<file path="config.mk">
export PLATFORM = sky130hd
export DESIGN_NAME = matrix_add_scheduler_flat
export DESIGN_NICKNAME = d
export VERILOG_FILES = /design/src/rtl/matrix_add_scheduler_if.sv /design/src/rtl/matrix_add_scheduler.sv /design/src/flat_wrapper.sv
export SDC_FILE = /design/constraint.sdc
export NUM_CORES = 1
export LEC_CHECK = 0
export BUFFER_PORTS_ARGS = -buffer_cell sky130_fd_sc_hd__buf_2
export CORE_AREA = 2 2 60 62
export CTS_CLUSTER_DIAMETER = 120
export DETAILED_ROUTE_END_ITERATION = 12
export DIE_AREA = 0 0 62 64
export PLACE_DENSITY = 0.72
export SYNTH_ARGS = -nofsm -noshare
export SYNTH_HDL_FRONTEND = slang
export SYNTH_SLANG_ARGS = --single-unit
</file>
<file path="constraint.sdc">
create_clock -name clk -period 1.65 [get_ports clk]
set_input_delay 0 -clock clk [delete_from_list [all_inputs] [get_ports clk]]
set_output_delay 0 -clock clk [all_outputs]
set_load 0.005 [all_outputs]
</file>
<file path="src/rtl/matrix_add_scheduler_if.sv">
// Bundle of requester and engine signals shared by matrix_add_scheduler and its environment.
// Handshake: a requester holds req high until it sees its ack bit, gnt is held for the whole
// operation, eng_start is a 1-cycle pulse, and eng_done is only honoured while the scheduler waits.
interface matrix_add_scheduler_if #(
  parameter int NUM_REQ = 4,
  parameter int SEL_W   = $clog2(NUM_REQ)
);
  logic [NUM_REQ-1:0] req;
  logic [NUM_REQ-1:0] gnt;
  logic [NUM_REQ-1:0] ack;
  logic               err;
  logic               eng_start;
  logic               eng_done;
  logic [SEL_W-1:0]   eng_sel;
  logic               busy;
  logic [7:0]         err_count;

  modport master (
    output req, eng_done,
    input  gnt, ack, err, eng_start, eng_sel, busy, err_count
  );

  modport slave (
    input  req, eng_done,
    output gnt, ack, err, eng_start, eng_sel, busy, err_count
  );
endinterface

</file>
<file path="src/rtl/matrix_add_scheduler.sv">
// Round-robin scheduler sharing one 4x4 matrix-add engine among NUM_REQ requesters,
// with a watchdog on the engine completion and a saturating timeout counter.
module matrix_add_scheduler #(
  parameter int NUM_REQ        = 4,
  parameter int TIMEOUT_CYCLES = 64,
  parameter int SEL_W          = $clog2(NUM_REQ)
) (
  input  logic                  clk,
  input  logic                  rst,
  matrix_add_scheduler_if.slave bus,
  output logic [1:0]            state_o
);

  typedef enum logic [1:0] {S_IDLE, S_LAUNCH, S_WAIT, S_DONE} state_t;

  localparam int               TW     = $clog2(TIMEOUT_CYCLES);
  localparam logic [TW-1:0]    TMAX   = TW'(TIMEOUT_CYCLES - 1);
  localparam logic [SEL_W:0]   NREQ_W = (SEL_W + 1)'(NUM_REQ);

  state_t             state_q;
  logic [SEL_W-1:0]   last_q;
  logic [SEL_W-1:0]   sel_q;
  logic [NUM_REQ-1:0] gnt_q;
  logic [NUM_REQ-1:0] ack_q;
  logic               err_q;
  logic               start_q;
  logic               busy_q;
  logic [7:0]         err_count_q;
  logic [TW-1:0]      timer_q;

  logic               win_found;
  logic [SEL_W-1:0]   win_idx;
  logic [SEL_W:0]     cand;

  // Scan last+1 .. last+NUM_REQ (mod NUM_REQ); the first set req bit wins.
  always_comb begin
    win_found = 1'b0;
    win_idx   = '0;
    cand      = '0;
    for (int i = 1; i <= NUM_REQ; i++) begin
      cand = {1'b0, last_q} + (SEL_W + 1)'(i);
      if (cand >= NREQ_W) cand = cand - NREQ_W;
      if (!win_found && bus.req[cand[SEL_W-1:0]]) begin
        win_found = 1'b1;
        win_idx   = cand[SEL_W-1:0];
      end
    end
  end

  always_ff @(posedge clk or posedge rst) begin
    if (rst) begin
      state_q     <= S_IDLE;
      last_q      <= SEL_W'(NUM_REQ - 1);
      sel_q       <= '0;
      gnt_q       <= '0;
      ack_q       <= '0;
      err_q       <= 1'b0;
      start_q     <= 1'b0;
      busy_q      <= 1'b0;
      err_count_q <= '0;
      timer_q     <= '0;
    end else begin
      start_q <= 1'b0;
      ack_q   <= '0;
      err_q   <= 1'b0;
      case (state_q)
        S_IDLE: begin
          if (win_found) begin
            state_q <= S_LAUNCH;
            gnt_q   <= NUM_REQ'(1) << win_idx;
            sel_q   <= win_idx;
            start_q <= 1'b1;
            busy_q  <= 1'b1;
          end
        end
        S_LAUNCH: begin
          state_q <= S_WAIT;
          timer_q <= '0;
        end
        S_WAIT: begin
          // A done arriving in the last watchdog cycle still counts as a normal completion.
          if (bus.eng_done) begin
            state_q <= S_DONE;
            ack_q   <= gnt_q;
            last_q  <= sel_q;
          end else if (timer_q == TMAX) begin
            state_q <= S_DONE;
            ack_q   <= gnt_q;
            err_q   <= 1'b1;
            last_q  <= sel_q;
            if (err_count_q != 8'hFF) err_count_q <= err_count_q + 8'd1;
          end else begin
            timer_q <= timer_q + TW'(1);
          end
        end
        S_DONE: begin
          state_q <= S_IDLE;
          gnt_q   <= '0;
          busy_q  <= 1'b0;
        end
        default: state_q <= S_IDLE;
      endcase
    end
  end

  assign bus.gnt       = gnt_q;
  assign bus.ack       = ack_q;
  assign bus.err       = err_q;
  assign bus.eng_start = start_q;
  assign bus.eng_sel   = sel_q;
  assign bus.busy      = busy_q;
  assign bus.err_count = err_count_q;
  assign state_o       = state_q;

endmodule

</file>
<file path="src/flat_wrapper.sv">
// flat-port wrapper written by rule: the top's interface ports become plain ports
module matrix_add_scheduler_flat 
#(
  parameter int NUM_REQ        = 4,
  parameter int TIMEOUT_CYCLES = 64,
  parameter int SEL_W          = $clog2(NUM_REQ)
)
  (clk, rst, state_o, bus_req, bus_eng_done, bus_gnt, bus_ack, bus_err, bus_eng_start, bus_eng_sel, bus_busy, bus_err_count);
  matrix_add_scheduler_if #(.NUM_REQ(NUM_REQ), .SEL_W(SEL_W)) bus_i ();
  input  logic clk;
  input  logic rst;
  output logic [1:0] state_o;
  input wire logic [$bits(bus_i.req)-1:0] bus_req;
  input wire logic [$bits(bus_i.eng_done)-1:0] bus_eng_done;
  output wire logic [$bits(bus_i.gnt)-1:0] bus_gnt;
  output wire logic [$bits(bus_i.ack)-1:0] bus_ack;
  output wire logic [$bits(bus_i.err)-1:0] bus_err;
  output wire logic [$bits(bus_i.eng_start)-1:0] bus_eng_start;
  output wire logic [$bits(bus_i.eng_sel)-1:0] bus_eng_sel;
  output wire logic [$bits(bus_i.busy)-1:0] bus_busy;
  output wire logic [$bits(bus_i.err_count)-1:0] bus_err_count;
  assign bus_i.req = bus_req;
  assign bus_i.eng_done = bus_eng_done;
  assign bus_gnt = bus_i.gnt;
  assign bus_ack = bus_i.ack;
  assign bus_err = bus_i.err;
  assign bus_eng_start = bus_i.eng_start;
  assign bus_eng_sel = bus_i.eng_sel;
  assign bus_busy = bus_i.busy;
  assign bus_err_count = bus_i.err_count;
  matrix_add_scheduler #(.NUM_REQ(NUM_REQ), .TIMEOUT_CYCLES(TIMEOUT_CYCLES), .SEL_W(SEL_W)) u_core (.clk(clk), .rst(rst), .bus(bus_i), .state_o(state_o));
endmodule
</file>
== Word level (Yosys, flattened, before mapping) ==
Cells that the tools add are included.

* Add/sub/neg operators: 10
* $lt $le $gt $ge: 8
* Eq/ne operators: 9
* Shift-type cells: 1
* Mux-type cells: 41
* Bitwise logic cells: 1
* Reduce and logical (&&, ||, !) cells: 16

{| class="wikitable"
|+ Operators by type and width
! kind !! number
|-
| $mux 2 || 13
|-
| $mux 4 || 4
|-
| $mux 1 || 14
|-
| $ge 3x3->1 const B || 4
|-
| $lt 2x3->1 const B || 4
|-
| $mux 6 || 2
|-
| $pmux 6 s2 || 1
|-
| $add 8x1->8 const B || 1
|-
| $bmux 1 s2 || 4
|-
| $ne 8x8->1 const B || 1
|-
| $pmux 2 s4 || 1
|-
| $pmux 4 s2 || 1
|-
| $reduce_and 2->1 || 4
|-
| $sub 2x1->2 const B || 4
|-
| $add 2x2->3 const B || 2
|-
| $add 6x1->6 const B || 1
|-
| $eq 6x6->1 const B || 1
|-
| $reduce_bool 2->1 || 3
|-
| $eq 2x2->1 const B || 2
|-
| $ne 2x2->1 const B || 2
|-
| $reduce_and 4->1 || 1
|-
| $shl 1x2->4 const A || 1
|-
| $add 2x1->3 const B || 1
|-
| $add 2x3->3 const B || 1
|-
| other kinds (9) || 13
|}

* Register bits after elaboration: 31
* Bits of input ports: 7
* Output and inout bits: 23

== Longest topological paths before layout ==
Gate-level depths: netlist of the first run.

* Depth in word-level cells: 18
* Depth in mapped cells: 7
* Gate-level depth less buffers: 6

== Worst setup path after synthesis of the first run ==
Ideal clock, no wire load.

* Path type: register to register
* From: register u_core.state_q[0] (netlist: u_core.state_o[0])
* To: register u_core.err_count_q[1] (netlist: u_core.bus.err_count[1])
* Library setup time: 128 ps
* Arrival: 1517 ps
* Data required time: 1522 ps
* Slack: 5 ps
* Stages on the path, launching flop included: 7
* Path buffers: 0
* Path through: dfrtp_1 inv_1 ha_1 and4b_1 nand2_2 nor2_1 mux2_1

* Word-level cells in the longest chain between the ends: 2

{| class="wikitable"
|+ Ends and longest elaborated chain
! element !! RTL line !! source
|-
| from (decl) || matrix_add_scheduler.sv:20 || <nowiki>state_t state_q;</nowiki>
|-
| from (signal assigned) || matrix_add_scheduler.sv:52 || <nowiki>state_q <= S_IDLE;</nowiki>
|-
| from (signal assigned) || matrix_add_scheduler.sv:69 || <nowiki>state_q <= S_LAUNCH;</nowiki>
|-
| from (signal assigned) || matrix_add_scheduler.sv:77 || <nowiki>state_q <= S_WAIT;</nowiki>
|-
| $eq 2x2->1 || matrix_add_scheduler.sv:66 || <nowiki>case (state_q)</nowiki>
|-
| $reduce_and 4->1 (no source line) || -- ||
|-
| to (signal assigned) || matrix_add_scheduler.sv:91 || <nowiki>if (err_count_q != 8'hFF) err_count_q <= err_count_q + 8'd1;</nowiki>
|-
| to (decl) || matrix_add_scheduler.sv:28 || <nowiki>logic [7:0] err_count_q;</nowiki>
|}

Every way passes these cells.
A chain may end at the register's enable or synchronous reset.

== Worst setup path after layout of the first run ==
* From: register u_core.timer_q[0]
* To: register u_core.state_q[1] (netlist: u_core.state_o[1])

* Word-level cells in the longest chain between the ends: 3

{| class="wikitable"
|+ Ends and longest elaborated chain
! element !! RTL line !! source
|-
| from (decl) || matrix_add_scheduler.sv:29 || <nowiki>logic [TW-1:0] timer_q;</nowiki>
|-
| from (signal assigned) || matrix_add_scheduler.sv:93 || <nowiki>timer_q <= timer_q + TW'(1);</nowiki>
|-
| $eq 6x6->1 || matrix_add_scheduler.sv:86 || <nowiki>end else if (timer_q == TMAX) begin</nowiki>
|-
| $ne 3x2->1 (no source line) || -- ||
|-
| $reduce_and 2->1 (no source line) || -- ||
|-
| to (signal assigned) || matrix_add_scheduler.sv:83 || <nowiki>state_q <= S_DONE;</nowiki>
|-
| to (signal assigned) || matrix_add_scheduler.sv:87 || <nowiki>state_q <= S_DONE;</nowiki>
|-
| to (signal assigned) || matrix_add_scheduler.sv:97 || <nowiki>state_q <= S_IDLE;</nowiki>
|}

Every way passes these cells.

==> impl_metrics.yaml, run 1 <==
outcome:
  outcome: "complete, no violations"
worst_setup_path:
  cp-end-kind: "flop"
  arrival_ns: 1.79
  worstPathMaxFanout: 4
  ff2ff_setup_slack_ns: 0.08
  crit_type: "flop to flop"
  required_ns: 1.87
  cp-start-kind: "flop"
place:
  portBuffers: 29
  dp_slack_ns: 0.03124
  gp_congestion: 0.8703
  dp.final_hpwl_microns: 2290
  dpl-instance-area_sq_um: 1817
cells_and_area:
  fillers: 280
  stdcell_area_sq_um: 1954
  diodes: 0
  drive_gt1_share_pct: 38.17
  utilization_pct: 59.50
  synthToLayoutAreaGrowth_pct: 25.76
  layout.nets: 198
timing:
  fin_crit_ns: 1.575
  setup_ws_ns: 0.07504
  fin_skew_ns: 0.01198
  post-route-period-util_pct: 95.45
  finalHoldViolations: 0
  tightestPinTransition_ns: 0.4247
  slew_violations: 0
  rsz0062_at_grt: "yes"
  finalSetupViolCount: 0
  slew_headroom_pct: 71.47
  fmax_mhz: 634.9
synth:
  seq_area_frac_synth_pct: 50.08
  synth_edf_count: 0
  ys_types: 41
  avgSynthCellArea_sq_um: 11.26
  dominantRegCellSynth: "dfrtp_1"
  yosysWarningCount: 0
  async_reset_ff_share_pct: 100.0
  postSynthCellCount: 138
  ys_seq_elements: 31
  synth_nets: 151
  syn_area_sq_um: 1554
route:
  drtAntennaViolNets: 0
  dr.pass1.iters: 4
  drt_wl_total_microns: 3106
  routed_via_density: 5.220
  drc: 0
  vias: 1211
  drtIter0Drc: 68
  wl_per_cell_microns: 13.39
grt:
  grt_max_degree: 32
  antenna_found_initial: 0
  grt_pass1_wl_microns: 5382
  grtUsageTotal_pct: 18.71
  grt_pass1_vias: 1203
  grt-ovfl-total: 0
worst_hold_path:
  min_path_type: "input port to flop"
floorplan:
  ios: 30
  start_util_pct: 47.31
  dieArea_sq_um: 3968
  die_h_microns: 64
  core_area_sq_um: 3284
  num_rows: 21
  die_w_microns: 62
clocking:
  clk_latency_ns: 0.33
  clkSinkCount: 31
  cts_buffers: 5
  cts_tree: "done"
  clockBufferDepth: 2
  cts_htree_levels: 2
  path_clk_slew_ns: 0.10
  cts_root_buf: "clkbuf_4"
power:
  p_per_area_nw_per_um2: 1350
  p_leak_nw: 1.028
  max-vdd-ir-drop_mv: 0.8567
flow_run:
  maxCapViolCount: 0
per-layer routing:
layer	GRT usage, %	wire length, microns	part of all wire (%)	vias up
met5	0	0	0	-
met2	28.78	1516	49	38
met3	6.883	204	6.6	7
met1	23.07	1327	43	581
met4	7.979	58	1.9	0
li1	-	-	-	585
worst paths after layout:
path | from | end | cells past startpoint
max | u_core.timer_q[0]$_DFFE_PP0P_ | u_core.state_o[1]$_DFFE_PP0P_ | 5
min | bus_req[2] | u_core.bus.gnt[3]$_DFFE_PP0P_ | 4
max reg2reg | u_core.timer_q[0]$_DFFE_PP0P_ | u_core.state_o[1]$_DFFE_PP0P_ | 5
min reg2reg | u_core.bus.err_count[7]$_DFFE_PP0P_ | u_core.bus.err_count[7]$_DFFE_PP0P_ | 1
max in group asynchronous | rst | u_core.last_q[0]$_DFFE_PP1P_ | 4
min in group asynchronous | rst | u_core.bus.gnt[2]$_DFFE_PP0P_ | 4
repair_timing:
item / in CTS / in global routing
setup endpoints to repair: 0 / 15
buffers inserted: 0 / 1
gates resized for setup: 0 / 10
hold buffers: 1 / 0
hold endpoints to repair: 29 / 0
stage by stage:
stage / total power, mW / TNS [ns] / hold WS [ns] / instances
after floorplan: 1.655 / 0 / 0.1020 / 138
after global placement: 1.916 / 0 / 0.09598 / 222
after detailed placement: 1.978 / 0 / 0.09418 / 222
after CTS: 2.609 / 0 / 0.05040 / 231
after global routing: 2.842 / -0.07625 / 0.08900 / 232
final: 2.639 / 0 / 0.06309 / 232
sequential cells by signal, summed over array words and instances, names as in the netlist:
name / flops
u_core.bus.ack: 4
u_core.bus.busy: 1
u_core.bus.eng_sel: 2
u_core.bus.eng_start: 1
u_core.bus.err: 1
u_core.bus.err_count: 8
u_core.bus.gnt: 4
u_core.last_q: 2
u_core.state_o: 2
u_core.timer_q: 6
layout by cell type, fill, tap and decap left out, types with 2 or more instances in the layout:
cell      synthesis  routed
o21ai_0           7       7
nor2_1            6       5
dfstp_2           2       2
dfrtp_1          29      29
mux2_2            3       3
o21a_1            2       2
xor2_1            7       7
nor4_2            2       2
nor4b_2           2       2
nand2b_1          4       4
and3_1            2       2
ha_1              6       4
buf_4             0      12
ha_2              0       2
mux2_1            2       2
and2_1            4       4
nor3b_2           2       2
clkbuf_4          0       5
o211ai_1          3       3
nand2_1          11      11
a21oi_1           3       2
buf_2             0      29
a22o_1            2       2
inv_1             8       7
nand3_1           8       7
nor3_1            2       2
and4_1            2       2
synth_stat cells, drive strengths merged (4+ instances only):
cell type	count	area (sq um)
dfrtp	29	725.7
nand2	12	47.55
inv	8	30.03
nand3	8	40.04
o21ai	7	35.03
xor2	7	61.31
ha	6	75.07
nor2	6	22.52
mux2	5	56.30
and2	4	25.02
nand2b	4	25.02
where the power goes:
group | leakage (nW) | internal [mW] | switching, mW
combinational | 0.570 | 0.455 | 0.457
sequential | 0.410 | 0.954 | 0.152
clock | 0.0482 | 0.358 | 0.263
cell families (layout without fill, tap and decap cells):
| kind of cell | after synthesis | in the layout | synth area share (%) |
|---|---|---|---|
| AOI/OAI and AO/OA | 25 | 25 | 11.19 |
| xor gates and xnor gates | 7 | 7 | 3.945 |
| adders and majority gates | 6 | 6 | 4.831 |
| buffers and inverters | 10 | 58 | 3.382 |
| DFF | 31 | 31 | 50.08 |
| muxes | 6 | 6 | 4.267 |
| and+or+nand+nor | 53 | 53 | 22.30 |
final cells by class:
type,instances,area [sq um],share of cell area (%)
clock buffers,6,51.30,2.625
clock inverters,2,35.03,1.793
inverters,8,30.03,1.536
multi-input cells,97,757.0,38.73
flip-flops and latches,31,778.2,39.82
well taps,46,57.56,2.945
repair buffers,42,245.2,12.55
critical path, stage by stage (launching register included):
cell and delay (ns):
dfrtp_1 0.40, ha_2 0.22, nand3_2 0.11, o21a_1 0.25
a21oi_2 0.15, mux2_1 0.34
(Power assumes the default switching activity.)
==> inputs of run 2 (changes only) <==
--- a/config.mk
+++ b/config.mk
@@ -6,11 +6,12 @@
 export NUM_CORES = 1
 export LEC_CHECK = 0
 export BUFFER_PORTS_ARGS = -buffer_cell sky130_fd_sc_hd__buf_2
-export CORE_AREA = 2 2 60 62
+export CORE_AREA = 2 2 59 61
+export CTS_BUF_LIST = sky130_fd_sc_hd__clkbuf_4 sky130_fd_sc_hd__clkbuf_8
 export CTS_CLUSTER_DIAMETER = 120
 export DETAILED_ROUTE_END_ITERATION = 12
-export DIE_AREA = 0 0 62 64
-export PLACE_DENSITY = 0.72
+export DIE_AREA = 0 0 61 63
+export PLACE_DENSITY = 0.74
 export SYNTH_ARGS = -nofsm -noshare
 export SYNTH_HDL_FRONTEND = slang
 export SYNTH_SLANG_ARGS = --single-unit
==> impl_metrics.yaml, run 2 (same netlist as run 1, synthesis figures left out) <==
outcome:
  outcome: "complete, no violations"
worst_setup_path:
  path_cells: "ha_2 -> nand3_2 -> nor2_1 -> o21a_1 -> mux2_2"
  crit_buf_inv: 0
  cp-start-kind: "flop"
  worstPathMaxFanout: 6
  cpPeakStageDelay_ns: 0.39
  required_ns: 1.92
  path_delay_family: "flip-flops"
  arrival_ns: 1.86
  slowest_stage: "dfrtp_1"
  cp-end-kind: "flop"
  crit_type: "flop to flop"
cells_and_area:
  diodes: 0
  fillers: 257
  largest_reg_flops: 8
  multi_input_area_sq_um: 787.0
  drive_gt1_share_pct: 38.59
  synthToLayoutAreaGrowth_pct: 26.73
  utilization_pct: 60.94
  layout.nets: 196
  regArea_sq_um: 778.2
  layout_common_cells: "29 x buf_2, 29 x dfrtp_1, 11 x nand2_1"
  layout.cells.non_filler: 230
floorplan:
  start_util_pct: 48.08
  die_h_microns: 63
  num_rows: 21
  core_area_sq_um: 3232
  dieArea_sq_um: 3843
  ios: 30
  die_w_microns: 61
place:
  dpl.cell_count: 220
  dp_slack_ns: -0.01265
  gp_congestion: 0.8560
  portBuffers: 29
  dp.final_hpwl_microns: 2206
timing:
  slew_violations: 0
  fmax_mhz: 628.2
  fin_crit_ns: 1.592
  tightestPinTransition_ns: 0.4754
  finalSetupTns_ns: 0
  finalSetupViolCount: 0
  slew_headroom_pct: 67.97
  finalHoldViolations: 0
  setup_ws_ns: 0.05803
  post-route-period-util_pct: 96.48
  fin_skew_ns: 0.005545
route:
  drtIter0Drc: 55
  vias: 1205
  drtAntennaViolNets: 0
  drc: 0
  wl_per_cell_microns: 13.07
  drt_wl_total_microns: 3007
  dr.pass1.iters: 4
  routed_via_density: 5.239
power:
  p_int_mw: 1.776
  max-vdd-ir-drop_mv: 0.9475
  p_per_area_nw_per_um2: 1341
  power_frac_comb_pct: 34.9
  clkPwrFrac_pct: 23.5
  switching_power_mw: 0.8657
  p_leak_nw: 1.019
  netSwitchingFraction_pct: 32.77
  power_frac_seq_pct: 41.6
grt:
  grt_pass1_wl_microns: 5037
  grt_pass1_vias: 1166
  antenna_found_initial: 0
  grt-ovfl-total: 0
  grtUsageTotal_pct: 17.63
  grt_max_degree: 32
clocking:
  clk_latency_ns: 0.34
  cts_htree_levels: 2
  cts_root_buf: "clkbuf_4"
  clkSinkCount: 31
  cts_tree: "done"
  clockBufferDepth: 2
  path_clk_slew_ns: 0.10
  cts_buffers: 5
flow_run:
  maxCapViolCount: 0
worst_hold_path:
  min_path_type: "input port to flop"
## run 2: metal layers
layer | vias up | global-route usage (%) | routed length, microns
met5 | - | 0 | 0
met2 | 41 | 26.61 | 1406
met1 | 581 | 23.40 | 1380
met3 | 6 | 5.797 | 165
met4 | 0 | 6.250 | 54
li1 | 577 | - | -
## run 2: repair_timing
| item | 4_1_cts | 5_1_grt |
|---|---|---|
| buffers inserted | 0 | 1 |
| gates resized for setup | 1 | 14 |
| endpoints found under the setup margin | 1 | 18 |
| hold buffers | 1 | 0 |
| pin swaps | 0 | 3 |
| hold endpoints to repair | 29 | 0 |
## run 2: power by group through the flow
stage,clock network [mW],registers [mW],logic [mW]
floorplan,0,1.11,0.549
global placement,0,1.09,0.834
detailed placement,0,1.11,0.873
CTS,0.637,1.09,0.886
global route,0.672,1.13,1.05
finish,0.622,1.10,0.921
## run 2: worst paths after layout
check / startpoint / to / slack, ns / cells past startpoint
min in group asynchronous: rst / u_core.timer_q[4]$_DFFE_PP0P_ / 0.27 / 4
setup / recovery: u_core.timer_q[1]$_DFFE_PP0P_ / u_core.last_q[0]$_DFFE_PP1P_ / 0.06 / 5
setup reg to reg: u_core.timer_q[1]$_DFFE_PP0P_ / u_core.last_q[0]$_DFFE_PP1P_ / 0.06 / 5
hold reg to reg: u_core.bus.err_count[6]$_DFFE_PP0P_ / u_core.bus.err_count[6]$_DFFE_PP0P_ / 0.49 / 1
hold / removal: bus_req[2] / u_core.bus.gnt[3]$_DFFE_PP0P_ / 0.06 / 4
max in group asynchronous: rst / u_core.last_q[0]$_DFFE_PP1P_ / 1.06 / 4
## run 2: area by class of cell
class / count / share of cell area (%)
Multi-Input combinational cell: 97 / 39.96
Clock buffer: 6 / 2.605
Inverter: 8 / 1.525
Clock inverter: 2 / 1.779
Timing Repair Buffer: 40 / 11.69
Sequential cell: 31 / 39.52
Tap cell: 46 / 2.922
## run 2: stage by stage
stage          instance area (sq um)  hold slack (ns)  power [mW]
3_3_place_gp                    1802          0.08905       1.923
4_1_cts                         1902          0.05192       2.615
5_1_grt                         1969          0.06094       2.844
6_report                        1969          0.05948       2.641
2_1_floorplan                   1554           0.1020       1.655
3_5_place_dp                    1802          0.09803       1.980
## run 2: worst register-to-register path, cell delays in order (launching register included)
cell	delay, ns
dfrtp_1	0.39
ha_2	0.22
nand3_2	0.13
nor2_1	0.16
o21a_1	0.25
mux2_2	0.37
